<file path="config.mk">
export PLATFORM = sky130hd
export DESIGN_NAME = ir_byte_tx_flat
export DESIGN_NICKNAME = d
export VERILOG_FILES = /design/src/rtl/ir_byte_tx_pkg.sv /design/src/rtl/ir_byte_tx_if.sv /design/src/rtl/ir_wr_ptr.sv /design/src/rtl/ir_byte_tx.sv /design/src/flat_wrapper.sv
export SDC_FILE = /design/constraint.sdc
export NUM_CORES = 1
export LEC_CHECK = 0
export ABC_AREA = 1
export BUFFER_PORTS_ARGS = -buffer_cell sky130_fd_sc_hd__buf_4
export CAP_MARGIN = 20
export CORE_ASPECT_RATIO = 0.7
export CORE_MARGIN = 2
export CORE_UTILIZATION = 46
export DETAILED_ROUTE_END_ITERATION = 6
export PLACE_DENSITY = 0.76
export SLEW_MARGIN = 20
export SYNTH_ARGS = -nofsm -noshare
export SYNTH_HDL_FRONTEND = slang
export SYNTH_HIERARCHICAL = 1
export SYNTH_SLANG_ARGS = --single-unit
</file>
<file path="constraint.sdc">
create_clock -name clk_ctrl -period 1.5 [get_ports clk_ctrl]
set_input_delay 0.375 -clock clk_ctrl [delete_from_list [all_inputs] [get_ports clk_ctrl]]
set_output_delay 0.375 -clock clk_ctrl [all_outputs]
set_load 0.03 [all_outputs]
</file>
<file path="src/rtl/ir_byte_tx_pkg.sv">
// Shared types and constants for the two-byte instruction transmitter and the IR decoder.
package ir_byte_tx_pkg;

  localparam int INSTR_W = 16;
  localparam int BYTE_W  = 8;
  localparam int OPC_W   = 3;
  localparam int ADDR_W  = 13;

  typedef enum logic [1:0] {
    ST_IDLE = 2'd0,
    ST_HI   = 2'd1,
    ST_LO   = 2'd2
  } tx_state_t;

  typedef enum logic [OPC_W-1:0] {
    OPC_NOP = 3'b000,
    OPC_LDA = 3'b001,
    OPC_STA = 3'b010,
    OPC_ADD = 3'b011,
    OPC_SUB = 3'b100,
    OPC_JMP = 3'b101,
    OPC_JZ  = 3'b110,
    OPC_HLT = 3'b111
  } opcode_t;

  function automatic logic [INSTR_W-1:0] pack_instr(input logic [OPC_W-1:0]  opc,
                                                     input logic [ADDR_W-1:0] addr);
    return {opc, addr};
  endfunction

endpackage

</file>
<file path="src/rtl/ir_byte_tx_if.sv">
// Instruction handshake plus byte-wide memory write bus of the program loader.
interface ir_byte_tx_if;
  import ir_byte_tx_pkg::*;

  logic                instr_valid;
  logic                instr_ready;
  logic [OPC_W-1:0]    opcode;
  logic [ADDR_W-1:0]   addr_in;
  logic                load_base;
  logic [ADDR_W-1:0]   start_addr;
  logic                mem_ack;
  logic [BYTE_W-1:0]   data_bus;
  logic                data_oe;
  logic                wr;
  logic [ADDR_W-1:0]   mem_addr;
  logic                busy;
  logic                wrapped;

  // loader / memory side
  modport master (
    output instr_valid, opcode, addr_in, load_base, start_addr, mem_ack,
    input  instr_ready, data_bus, data_oe, wr, mem_addr, busy, wrapped
  );

  // transmitter side
  modport slave (
    input  instr_valid, opcode, addr_in, load_base, start_addr, mem_ack,
    output instr_ready, data_bus, data_oe, wr, mem_addr, busy, wrapped
  );

endinterface

</file>
<file path="src/rtl/ir_wr_ptr.sv">
// Loadable incrementing write pointer with a sticky flag that records a wrap to zero.
module ir_wr_ptr #(
  parameter int                ADDR_W    = 13,
  parameter logic [ADDR_W-1:0] BASE_ADDR = '0
) (
  input  logic              clk_ctrl,
  input  logic              reset_n,
  input  logic              load,
  input  logic [ADDR_W-1:0] load_val,
  input  logic              inc,
  output logic [ADDR_W-1:0] ptr,
  output logic              wrapped
);

  always_ff @(posedge clk_ctrl or negedge reset_n) begin
    if (!reset_n) begin
      ptr     <= BASE_ADDR;
      wrapped <= 1'b0;
    end else if (load) begin
      ptr     <= load_val;
      wrapped <= 1'b0;
    end else if (inc) begin
      ptr <= ptr + 1'b1;
      if (&ptr) wrapped <= 1'b1;
    end
  end

endmodule

</file>
<file path="src/rtl/ir_byte_tx.sv">
// Sends one {opcode, addr} word as two byte writes, high byte first, at consecutive pointer addresses.
//
// state   | meaning
// IDLE    | ready for a word; bus released
// HI      | high byte {opcode, addr[12:8]} on the bus, waiting for mem_ack
// LO      | low byte addr[7:0] on the bus, waiting for mem_ack
module ir_byte_tx #(
  parameter int                ADDR_W    = 13,
  parameter logic [ADDR_W-1:0] BASE_ADDR = '0
) (
  input  logic          clk_ctrl,
  input  logic          reset_n,
  ir_byte_tx_if.slave   bus
);
  import ir_byte_tx_pkg::*;

  tx_state_t           state;
  logic [BYTE_W-1:0]   data_q;
  logic [BYTE_W-1:0]   lo_byte_q;
  logic                oe_q;
  logic                wr_q;
  logic [INSTR_W-1:0]  next_word;
  logic                ptr_load;
  logic                ptr_inc;
  logic [ADDR_W-1:0]   ptr;
  logic                wrapped;

  assign next_word = pack_instr(bus.opcode, bus.addr_in);

  // the pointer only moves on a load in IDLE or on each acknowledged byte
  assign ptr_load = bus.load_base && (state == ST_IDLE);
  assign ptr_inc  = bus.mem_ack && (state != ST_IDLE);

  ir_wr_ptr #(
    .ADDR_W    (ADDR_W),
    .BASE_ADDR (BASE_ADDR)
  ) u_wr_ptr (
    .clk_ctrl (clk_ctrl),
    .reset_n  (reset_n),
    .load     (ptr_load),
    .load_val (bus.start_addr),
    .inc      (ptr_inc),
    .ptr      (ptr),
    .wrapped  (wrapped)
  );

  always_ff @(posedge clk_ctrl or negedge reset_n) begin
    if (!reset_n) begin
      state     <= ST_IDLE;
      data_q    <= '0;
      lo_byte_q <= '0;
      oe_q      <= 1'b0;
      wr_q      <= 1'b0;
    end else begin
      case (state)
        ST_IDLE: begin
          if (bus.instr_valid) begin
            data_q    <= next_word[INSTR_W-1:BYTE_W];
            lo_byte_q <= next_word[BYTE_W-1:0];
            oe_q      <= 1'b1;
            wr_q      <= 1'b1;
            state     <= ST_HI;
          end
        end
        ST_HI: begin
          if (bus.mem_ack) begin
            data_q <= lo_byte_q;
            state  <= ST_LO;
          end
        end
        ST_LO: begin
          if (bus.mem_ack) begin
            data_q    <= '0;
            lo_byte_q <= '0;
            oe_q      <= 1'b0;
            wr_q      <= 1'b0;
            state     <= ST_IDLE;
          end
        end
        default: begin
          data_q    <= '0;
          lo_byte_q <= '0;
          oe_q      <= 1'b0;
          wr_q      <= 1'b0;
          state     <= ST_IDLE;
        end
      endcase
    end
  end

  assign bus.instr_ready = (state == ST_IDLE);
  assign bus.busy        = (state != ST_IDLE);
  assign bus.data_bus    = data_q;
  assign bus.data_oe     = oe_q;
  assign bus.wr          = wr_q;
  assign bus.mem_addr    = ptr;
  assign bus.wrapped     = wrapped;

endmodule
</file>
<file path="src/flat_wrapper.sv">
// flat-port wrapper written by rule: the top's interface ports become plain ports
module ir_byte_tx_flat import ir_byte_tx_pkg::*;
#(
  parameter int                ADDR_W    = 13,
  parameter logic [ADDR_W-1:0] BASE_ADDR = '0
)
  (clk_ctrl, reset_n, bus_instr_valid, bus_opcode, bus_addr_in, bus_load_base, bus_start_addr, bus_mem_ack, bus_instr_ready, bus_data_bus, bus_data_oe, bus_wr, bus_mem_addr, bus_busy, bus_wrapped);
  ir_byte_tx_if bus_i ();
  input  logic clk_ctrl;
  input  logic reset_n;
  input wire logic [$bits(bus_i.instr_valid)-1:0] bus_instr_valid;
  input wire logic [$bits(bus_i.opcode)-1:0] bus_opcode;
  input wire logic [$bits(bus_i.addr_in)-1:0] bus_addr_in;
  input wire logic [$bits(bus_i.load_base)-1:0] bus_load_base;
  input wire logic [$bits(bus_i.start_addr)-1:0] bus_start_addr;
  input wire logic [$bits(bus_i.mem_ack)-1:0] bus_mem_ack;
  output wire logic [$bits(bus_i.instr_ready)-1:0] bus_instr_ready;
  output wire logic [$bits(bus_i.data_bus)-1:0] bus_data_bus;
  output wire logic [$bits(bus_i.data_oe)-1:0] bus_data_oe;
  output wire logic [$bits(bus_i.wr)-1:0] bus_wr;
  output wire logic [$bits(bus_i.mem_addr)-1:0] bus_mem_addr;
  output wire logic [$bits(bus_i.busy)-1:0] bus_busy;
  output wire logic [$bits(bus_i.wrapped)-1:0] bus_wrapped;
  assign bus_i.instr_valid = bus_instr_valid;
  assign bus_i.opcode = bus_opcode;
  assign bus_i.addr_in = bus_addr_in;
  assign bus_i.load_base = bus_load_base;
  assign bus_i.start_addr = bus_start_addr;
  assign bus_i.mem_ack = bus_mem_ack;
  assign bus_instr_ready = bus_i.instr_ready;
  assign bus_data_bus = bus_i.data_bus;
  assign bus_data_oe = bus_i.data_oe;
  assign bus_wr = bus_i.wr;
  assign bus_mem_addr = bus_i.mem_addr;
  assign bus_busy = bus_i.busy;
  assign bus_wrapped = bus_i.wrapped;
  ir_byte_tx #(.ADDR_W(ADDR_W), .BASE_ADDR(BASE_ADDR)) u_core (.clk_ctrl(clk_ctrl), .reset_n(reset_n), .bus(bus_i));
endmodule
</file>
==> metrics.md <==
| Metric | Value |
|---|---|
| Area growth, synth to finish | `36.5%` |
| Netlist Area Pre-Place | `1890 sq um` |
| Setup crit end kind | `output pin` |
| Die area | `4660 sq um` |
| DR vias | `1,829` |
| # clock sinks | `33` |
| Die width | `80.7 microns` |
| CP dominant cell by count | `buf_6` |
| Max-slew violation count | `0` |
| VDD IR max | `1.14 mV` |
| Post-route design area | `2580 sq um` |
| Placer congestion estimate | `0.881` |
| Largest area contributor in the synthesized netlist | `dfrtp_1` |
| Drt pass-1 iters | `4` |
| Worst Setup Start Kind | `flop` |
| Drt drc | `0` |
| Count of final setup violators | `0` |
| Post-DRT Antenna Nets | `0` |
| Fraction of layout cells with a size suffix above 1 | `32.0%` |
| Peak Freq | `685 MHz` |
| Crit path buf inv count | `2` |
| Num rows | `19` |
| CP Cell Sequence | `nor2_4 -> buf_6 -> buf_6` |
| CP Data Required Time | `1.12 ns` |
| Starting Density | `48.0%` |
| Max Fanout on Critical Path | `3` |
| Minimum clock period | `1.46 ns` |
| Initial antenna violation count | `0` |
| # nets final | `356` |
| Syn avg cell area | `7.64 sq um` |
| Max-slew headroom | `72.4%` |
| Crit-path max cell delay | `0.40 ns` |
| Mapped Nets | `283` |
| Largest net degree at the start of global routing | `34` |
| First-pass GRT wire length | `7.78 mm` |
| DR vias/cell | `4.89` |
| PD cells | `2230 nW/um^2` |
| Slew @ Worst Pin | `0.414 ns` |
| Seq/Total Area, Yosys | `43.6%` |
| Placed cell area | `2460 sq um` |
| Synth Warn # | `6` |
| Hold crit path type | `in2async` |
| WS Path Type | `reg2out` |
| Avg WL per Cell | `12.1 microns` |
| Vias in the first global route | `1,676` |
| Most frequent cells in the layout | `nand2_1, buf_4, dfrtp_1, inv_1, nand3_1` |
| Root buf cell | `clkbuf_8` |
| Synth Instances | `248` |
| Initial DRC count | `159` |
| Final hold violations | `0` |
| Hold Slack | `0.0238 ns` |
| Die height | `57.7 microns` |
| Diodes inserted | `0` |
| Period Utilization, post-route | `97.3%` |
| Critical path's top delay family | `flip-flops` |
| Post-DP HPWL | `3.35 mm` |
| Critical path arrival | `1.09 ns` |
| Synth unique cells | `25` |
| Layout Skew | `0.00719 ns` |
| Max_cap viols | `0` |
| # port buffers | `59` |
| Slowest-stage cell, CP | `dfrtp_1` |
| CTS Buf Count | `5` |
| Detailed Route WL | `4.54 mm` |
| Overall routing resource usage | `22.0%` |
| Clock Latency Late Sink | `0.28 ns` |
| Commonest non-fill, non-tap cell in the layout | `nand2_1` |
| TritonCTS clock tree | `done` |
| Clk slew on worst S/H paths | `0.07 ns` |
| Worst r2r dst | `u_core/u_wr_ptr/ptr[3]` |
| Final core utilization | `65.5%` |
| RSZ-0062 raised after global routing | `true` |
| Leak | `0.00142 uW` |
| Design Power | `5770 uW` |
| H-tree level count | `2` |
| Maximum clock path buffer count | `2` |
| Status | `finished clean` |
| Worst Reg-to-Reg Cells | `7` |
| Core Footprint | `3950 sq um` |
| Worst reg2reg startpoint | `u_core/state[0]` |
| Yosys top cell area share | `43.6%` |
| Ports | `60` |
| R2R Setup Slk | `0.12 ns` |
| Synth top area cells | `dfrtp_1, nand2_1, nand3_1` |
| Post-synthesis register bit count | `33` |
| Grt total ovfl | `0` |
## through the flow
step / worst slack (ns) / cells / TNS [ns]
floorplan: 0.00537 / 248 / 0
global placement: 0.164 / 365 / 0
detailed placement: 0.136 / 365 / 0
CTS: 0.0159 / 374 / 0
global route: -0.0107 / 374 / -0.0147
finish: 0.0400 / 374 / 0
## report_power, final
group | switching (uW) | total [uW] | internal (uW) | leakage (uW)
logic | 2100 | 3360 | 1260 | 0.000944
registers | 393 | 1670 | 1280 | 0.000419
clock network | 321 | 735 | 415 | 0.0000542
## worst reg2reg max path: stages (launching register included)
cell,delay (ns)
dfrtp_1,0.40
nor2_4,0.17
inv_4,0.09
nor2_4,0.11
nor2_1,0.06
buf_4,0.19
a22oi_1,0.15
o21ai_0,0.10
## cell type report
| class | instances | area (sq um) |
|---|---|---|
| inverter | 25 | 96.3 |
| clock buffer | 7 | 96.3 |
| sequential | 33 | 826 |
| fill | 360 | 1360 |
| multi-input combinational | 186 | 960 |
| clock inverter | 1 | 5.00 |
| tap | 52 | 65.1 |
| timing repair buffer | 70 | 537 |
## synthesized netlist by cell type
library cell  number
nor3_1             1
o21a_1             1
inv_2              5
o21ai_1            3
nor2_8             2
nand2_2            3
o21ai_0            4
nor2_2             1
a21o_1             1
dfrtp_1           33
ha_1               1
buf_4              2
xor2_1             2
nand2_4            3
inv_1             20
nor2_1            15
nand2_1          109
a22oi_1            9
nand3_2            1
nand3_1           16
buf_2              2
nor2_4             6
o211ai_1           2
nand3_4            2
nand4_1            4
## registers in the layout (all words and copies together), names as in the netlist
signal / flops
u_core/bus.data_bus: 8
u_core/lo_byte_q: 8
u_core/state: 2
u_core/bus.wr: 1
u_core/u_wr_ptr/ptr: 13
u_core/u_wr_ptr/wrapped: 1
## kinds of logic after synthesis
| kind of cell | share of synthesized area [%] |
|---|---|
| compound gates | 7.00 |
| xor+xnor | 0.925 |
| fa+ha+maj | 0.660 |
| buf+inv | 6.27 |
| flops | 43.6 |
| simple gates | 41.5 |
## worst max path at each step
stage	from	end	slack [ns]	depth (start not counted)
floorplan	u_core/state[1]	u_core/u_wr_ptr/ptr[6]	0.005	10
global placement	u_core/state[0]	u_core/u_wr_ptr/ptr[4]	0.16	7
detailed placement	u_core/state[0]	u_core/u_wr_ptr/ptr[3]	0.14	7
CTS	u_core/state[1]	bus_instr_ready	0.02	3
global route	u_core/state[0]	bus_busy	-0.01	3
finish	u_core/state[0]	bus_instr_ready	0.04	3
## repair_timing
item,CTS,global route
hold endpoints to repair,0,0
setup endpoints to repair,2,4
resized for setup,3,1
pin swaps,1,1
buffers inserted,2,0
hold buffers,0,0
## per-layer routing
| metal | wire length [microns] | vias up | share of wire, % | global-route usage [%] |
|---|---|---|---|---|
| li1 | - | 929 | - | - |
| met1 | 2140 | 824 | 47 | 34.0 |
| met2 | 1880 | 71 | 41 | 30.7 |
| met3 | 465 | 5 | 10 | 4.52 |
| met4 | 50 | 0 | 1.1 | 7.26 |
| met5 | 0 | - | 0 | 0 |
Note: power is estimated with default switching activity, not from simulation.
